[config.mk]
export PLATFORM = sky130hd
export DESIGN_NAME = decode_stage
export DESIGN_NICKNAME = d
export VERILOG_FILES = /design/src/rtl/decode_stage.sv
export SDC_FILE = /design/constraint.sdc
export NUM_CORES = 2
export LEC_CHECK = 0
export ABC_AREA = 1
export BUFFER_PORTS_ARGS = -buffer_cell sky130_fd_sc_hd__buf_4
export CAP_MARGIN = 20
export CELL_PAD_IN_SITES_DETAIL_PLACEMENT = 0
export CELL_PAD_IN_SITES_GLOBAL_PLACEMENT = 1
export CORE_MARGIN = 2
export CORE_UTILIZATION = 46
export CTS_CLUSTER_SIZE = 8
export DETAILED_ROUTE_END_ITERATION = 8
export HOLD_SLACK_MARGIN = 0.12
export PLACE_DENSITY_LB_ADDON = 0.3
export SYNTH_ARGS = -nofsm -noshare
export SYNTH_HDL_FRONTEND = slang
export SYNTH_SLANG_ARGS = --single-unit
[constraint.sdc]
create_clock -name clk -period 57.4 [get_ports clk]
set_clock_uncertainty 0.15 [all_clocks]
set_input_delay 11.48 -clock clk [delete_from_list [all_inputs] [get_ports clk]]
set_output_delay 11.48 -clock clk [all_outputs]
set_load 0.05 [all_outputs]
[src/rtl/decode_stage.sv]
`default_nettype none
// ============================================================================
//  Module   : decode_stage
//  Purpose  : Decode stage with 32-entry register file, immediate generation,
//             load-use stall and flush handling. Optional DECODE_ILLEGAL_EN.
//  Revision : 1.0  initial release
// ============================================================================
module decode_stage #(
    parameter int XLEN     = 32,
    parameter int NUM_REGS = 32
) (
    input  logic            clk,
    input  logic            rst,
    input  logic [XLEN-1:0] pc_decode,
    input  logic [31:0]     instr_decode,
    input  logic            flush,
    input  logic            wb_en,
    input  logic [4:0]      wb_rd,
    input  logic [XLEN-1:0] wb_data,
    output logic            stall,
    output logic            valid_exe,
    output logic [XLEN-1:0] pc_exe,
    output logic [XLEN-1:0] rs1_data_exe,
    output logic [XLEN-1:0] rs2_data_exe,
    output logic [XLEN-1:0] imm_exe,
    output logic [4:0]      rd_exe,
    output logic [6:0]      opcode_exe,
    output logic [2:0]      funct3_exe,
    output logic            funct7b5_exe,
    output logic            illegal_exe
);
    localparam logic [6:0] c_OP_IMM = 7'b0010011;
    localparam logic [6:0] c_LOAD   = 7'b0000011;
    localparam logic [6:0] c_JALR   = 7'b1100111;
    localparam logic [6:0] c_STORE  = 7'b0100011;
    localparam logic [6:0] c_BRANCH = 7'b1100011;
    localparam logic [6:0] c_LUI    = 7'b0110111;
    localparam logic [6:0] c_AUIPC  = 7'b0010111;
    localparam logic [6:0] c_JAL    = 7'b1101111;
    localparam logic [6:0] c_OP     = 7'b0110011;

    typedef enum logic [0:0] {ST_RUN = 1'b0, ST_STALL = 1'b1} state_t;

    state_t state_q, state_d;

    logic [XLEN-1:0] rf_q [NUM_REGS];

    logic [6:0]      opcode_w;
    logic [4:0]      rs1_w, rs2_w, rd_w;
    logic [31:0]     imm32_w;
    logic [XLEN-1:0] imm_d, rs1_val_w, rs2_val_w;
    logic            use_rs1_w, use_rs2_w, hazard_w, issue_w;

    logic            valid_q;
    logic [XLEN-1:0] pc_q, rs1_q, rs2_q, imm_q;
    logic [4:0]      rd_q;
    logic [6:0]      opcode_q;
    logic [2:0]      funct3_q;
    logic            funct7b5_q;

    assign opcode_w = instr_decode[6:0];
    assign rs1_w    = instr_decode[19:15];
    assign rs2_w    = instr_decode[24:20];
    assign rd_w     = instr_decode[11:7];

    always_comb begin
        imm32_w = 32'd0;
        case (opcode_w)
            c_OP_IMM, c_LOAD, c_JALR: imm32_w = {{20{instr_decode[31]}}, instr_decode[31:20]};
            c_STORE:  imm32_w = {{20{instr_decode[31]}}, instr_decode[31:25], instr_decode[11:7]};
            c_BRANCH: imm32_w = {{19{instr_decode[31]}}, instr_decode[31], instr_decode[7],
                                 instr_decode[30:25], instr_decode[11:8], 1'b0};
            c_LUI, c_AUIPC: imm32_w = {instr_decode[31:12], 12'd0};
            c_JAL:    imm32_w = {{11{instr_decode[31]}}, instr_decode[31], instr_decode[19:12],
                                 instr_decode[20], instr_decode[30:21], 1'b0};
            default:  imm32_w = 32'd0;
        endcase
    end

    assign imm_d = {{(XLEN-31){imm32_w[31]}}, imm32_w[30:0]};

    // Write-through: a same-cycle writeback is visible to the reading instruction.
    always_comb begin
        rs1_val_w = '0;
        rs2_val_w = '0;
        if (rs1_w != 5'd0)
            rs1_val_w = (wb_en && wb_rd == rs1_w) ? wb_data : rf_q[rs1_w];
        if (rs2_w != 5'd0)
            rs2_val_w = (wb_en && wb_rd == rs2_w) ? wb_data : rf_q[rs2_w];
    end

    assign use_rs1_w = !(opcode_w == c_LUI || opcode_w == c_AUIPC || opcode_w == c_JAL);
    assign use_rs2_w = (opcode_w == c_OP) || (opcode_w == c_STORE) || (opcode_w == c_BRANCH);

    assign hazard_w = valid_q && (opcode_q == c_LOAD) && (rd_q != 5'd0) &&
                      ((use_rs1_w && rd_q == rs1_w) || (use_rs2_w && rd_q == rs2_w));

    always_comb begin
        state_d = ST_RUN;
        stall   = 1'b0;
        issue_w = 1'b1;
        if (flush) begin
            issue_w = 1'b0;
        end else if (state_q == ST_RUN && hazard_w) begin
            stall   = 1'b1;
            issue_w = 1'b0;
            state_d = ST_STALL;
        end
    end

    always_ff @(posedge clk or posedge rst) begin
        if (rst) state_q <= ST_RUN;
        else     state_q <= state_d;
    end

    always_ff @(posedge clk or posedge rst) begin
        if (rst) begin
            for (int i = 0; i < NUM_REGS; i++) rf_q[i] <= '0;
        end else if (wb_en && wb_rd != 5'd0) begin
            rf_q[wb_rd] <= wb_data;
        end
    end

    // On a bubble only valid drops; the payload holds its last value.
    always_ff @(posedge clk or posedge rst) begin
        if (rst) begin
            valid_q    <= 1'b0;
            pc_q       <= '0;
            rs1_q      <= '0;
            rs2_q      <= '0;
            imm_q      <= '0;
            rd_q       <= '0;
            opcode_q   <= '0;
            funct3_q   <= '0;
            funct7b5_q <= 1'b0;
        end else if (issue_w) begin
            valid_q    <= 1'b1;
            pc_q       <= pc_decode;
            rs1_q      <= rs1_val_w;
            rs2_q      <= rs2_val_w;
            imm_q      <= imm_d;
            rd_q       <= rd_w;
            opcode_q   <= opcode_w;
            funct3_q   <= instr_decode[14:12];
            funct7b5_q <= instr_decode[30];
        end else begin
            valid_q    <= 1'b0;
        end
    end

`ifdef DECODE_ILLEGAL_EN
    logic illegal_d, illegal_q;

    always_comb begin
        illegal_d = 1'b1;
        case (opcode_w)
            c_OP_IMM, c_LOAD, c_JALR, c_STORE, c_BRANCH,
            c_LUI, c_AUIPC, c_JAL, c_OP: illegal_d = 1'b0;
            default:                     illegal_d = 1'b1;
        endcase
        if (instr_decode[1:0] != 2'b11) illegal_d = 1'b1;
    end

    always_ff @(posedge clk or posedge rst) begin
        if (rst)          illegal_q <= 1'b0;
        else if (issue_w) illegal_q <= illegal_d;
        else              illegal_q <= 1'b0;
    end

    assign illegal_exe = illegal_q;
`else
    assign illegal_exe = 1'b0;
`endif

    assign valid_exe    = valid_q;
    assign pc_exe       = pc_q;
    assign rs1_data_exe = rs1_q;
    assign rs2_data_exe = rs2_q;
    assign imm_exe      = imm_q;
    assign rd_exe       = rd_q;
    assign opcode_exe   = opcode_q;
    assign funct3_exe   = funct3_q;
    assign funct7b5_exe = funct7b5_q;

endmodule
`default_nettype wire

==> impl_metrics.py <==
metrics = {
    "global_route": {
        "antenna_found_initial": 15,
        "grt_pass1_vias": 60724,
        "overflow": 0,
        "grt_max_degree": 173,
        "track_usage_pct": 35.9,
        "grt_pass1_wl_mm": 393,
    },
    "min_path": {
        "min_path_type": "reg -> reg",
        "min_delay_path_depth": 0,
        "whs_endpoint": "rf_q[1023]",
        "hp-start": "rf_q[1023]",
    },
    "synthesis": {
        "netlist_instances": 9421,
        "syn_area_sq_um": 65100,
        "synth_nets": 9526,
        "dominantRegCellSynth": "dfrtp_1",
        "synth_seq_cells": 1170,
        "ys_async_sr_fraction_pct": 100,
        "syn_area_per_cell_sq_um": 6.91,
        "synth_enable_flop_cells": 0,
        "ys_types": 35,
        "yosysSeqAreaShare_pct": 45.0,
        "synth_warnings": 0,
    },
    "timing": {
        "period_share_pct": 45.3,
        "rsz0062_at_grt": "false",
        "period_minus_slack_ns": 25.99,
        "setup_viol": 0,
        "hold_slack_ns": 0.239,
        "timing.final.max_slew_violations": 0,
        "slew_headroom_pct": 20.8,
        "max_freq_mhz": 38.5,
        "setup-tns-final_ns": 0,
        "hold_viol": 0,
        "worst_slew_pin_slew_ns": 1.19,
    },
    "die": {
        "die_w_um": 380,
        "rows": 138,
        "core_sq_um": 141000,
        "die_area_sq_um": 145000,
        "initial_core_util_pct": 46.2,
        "ios": 252,
        "die_h_um": 380,
    },
    "detailed_routing": {
        "antenna_left": 0,
        "routedWlPerCell_um": 23.7,
        "vias": 64394,
        "drt_wl_total_mm": 263,
        "dr.pass1.iters": 8,
        "drt_iter0_drc": 8296,
        "viasPerCell": 5.82,
        "drc_errors": 0,
    },
    "job": {
        "drv_cap": 0,
    },
    "worst_setup_path": {
        "crit_arrival_ns": 14.36,
        "r2r.worst_path.cells": 11,
        "crit_type": "in -> out",
        "required_ns": 45.77,
        "rrSetupSlack_ns": 53.83,
        "reg2reg_from": "rd_exe[1]",
        "cp-start-kind": "primary input",
        "endpoint_kind": "output pin",
        "crit_fanout": 82,
        "r2r-end": "opcode_exe[4]",
    },
    "clocking": {
        "cts_hold_buf": 0,
        "cts_tree": "yes",
        "clock_latency_ns": 0.79,
        "h-tree-depth": 4,
        "clockBufferDepth": 3,
        "cts_root_buffer": "clkbuf_16",
        "postCtsSetupBuffers": 0,
        "clk_pin_slew_worst_paths_ns": 0.05,
        "cts_made_buffers": 164,
        "ctsResizeCount": 0,
        "clock-sinks": 1170,
    },
    "power_and_ir_drop": {
        "totalPowerFinal_mw": 2.50,
        "peakVddDrop_v": 0.0000256,
        "power.leakage_nw": 34.8,
        "powerDensity_nw_per_um2": 34.9,
    },
    "cells_and_area": {
        "area_growth_pct": 9.91,
        "nets": 9264,
        "drive_gt1_share_pct": 6.95,
    },
    "placed_design": {
        "port_buffers": 250,
        "hpwl_mm": 143,
        "gp_congestion": 0.909,
    },
    "status": {
        "status": "complete, no violations",
    },
}
synth_stat cells (32+ instances only):
| cell | instances | area [sq um] |
|---|---|---|
| o21ai_0 | 1155 | 5780 |
| nand3_1 | 1025 | 5130 |
| nor2_1 | 405 | 1520 |
| dfrtp_1 | 1170 | 29300 |
| o211ai_1 | 208 | 1560 |
| o21ai_1 | 32 | 160 |
| clkbuf_1 | 428 | 1610 |
| buf_2 | 262 | 1310 |
| nand2_1 | 3352 | 12600 |
| a21oi_1 | 342 | 1710 |
| buf_1 | 62 | 233 |
| inv_1 | 807 | 3030 |
| nand4_1 | 40 | 250 |
sequential cells by signal, summed over array words and instances (netlist names):
signal	cells
rs1_data_exe	32
valid_exe	1
pc_exe	32
rd_exe	5
rs2_data_exe	32
rf_q	1024
state_q	1
opcode_exe	7
imm_exe	32
funct7b5_exe	1
funct3_exe	3
critical path, stage by stage:
cell and delay, ns:
clkbuf_8 0.65, buf_4 0.67, nand2_1 0.12, nand2_1 0.11, nand2_1 0.10, nor2_1 0.36, nand3_1 0.13, nand2_1 0.10
nand2_2 0.13, nor2_1 0.21, buf_4 0.24
report_power, final:
group / internal (mW) / total (mW) / switching (mW)
Combinational: 0.168 / 0.531 / 0.363
Clock: 0.520 / 0.889 / 0.370
Sequential: 0.984 / 1.08 / 0.0941
through the flow:
step | util (%) | worst slack (ns) | instance area [sq um] | instances
5_1_grt | 50.7 | 31.39 | 71600 | 11071
4_1_cts | 50.7 | 31.47 | 71500 | 11061
2_1_floorplan | - | 12.81 | 65100 | 9421
6_report | 50.7 | 31.41 | 71600 | 11073
3_5_place_dp | 47.6 | 31.48 | 67100 | 10879
3_3_place_gp | 47.6 | 31.46 | 67100 | 10879
worst max path at each step:
stage / start / to / slack, ns / cells after the start
floorplan: rst / funct3_exe[0] / 12.81 / 1
global placement: instr_decode[16] / stall / 31.46 / 11
detailed placement: instr_decode[16] / stall / 31.48 / 11
CTS: instr_decode[16] / stall / 31.47 / 11
global route: instr_decode[16] / stall / 31.39 / 11
finish: instr_decode[16] / stall / 31.41 / 11
cell usage in the layout (no fill, tap or decap), types with 3 or more instances in the layout:
master,synthesis,final
nand2_1,3352,3337
o21ai_0,1155,1155
nand4_1,40,40
or2_2,27,27
buf_12,0,6
buf_4,22,341
diode_2,0,8
nor4_4,3,3
inv_6,0,8
nor2_4,4,19
inv_2,19,18
nand3_2,1,3
a21oi_1,342,341
o211ai_1,208,208
nor3_1,5,5
inv_4,1,3
o22ai_1,9,9
inv_1,807,802
clkbuf_16,0,169
nand2_4,0,15
inv_8,0,4
xnor2_1,6,6
nor2_1,405,402
dfrtp_1,1170,1170
nand3_1,1025,1022
o21ai_1,32,32
logic make-up (layout without fill, tap and decap cells):
family | count (synthesis) | after routing | share of synthesized area [%]
compound gates | 1749 | 1749 | 14.3
xor+xnor | 8 | 8 | 0.108
buf+inv | 1612 | 1366 | 10.0
flops | 1170 | 1170 | 45.0
other cells | 1 | 9 | 0.00576
simple gates | 4881 | 4881 | 30.6
layout make-up:
type	instances	area (sq um)
multi-input combinational	6639	29500
timing repair buffer	356	2820
sequential	1170	29300
clock buffer	171	4240
tap	1890	2360
fill	14067	69500
inverter	828	3150
clock inverter	11	144
antenna	8	20.0
metal layers:
layer	part of all wire (%)	track usage, %	up-vias
met5	0.022	0	-
met4	4.6	15.8	8
met3	10	6.89	663
met2	44	55.6	3587
met1	41	48.9	30688
li1	-	-	29448
No activity file was read; power rests on OpenSTA's default activity.
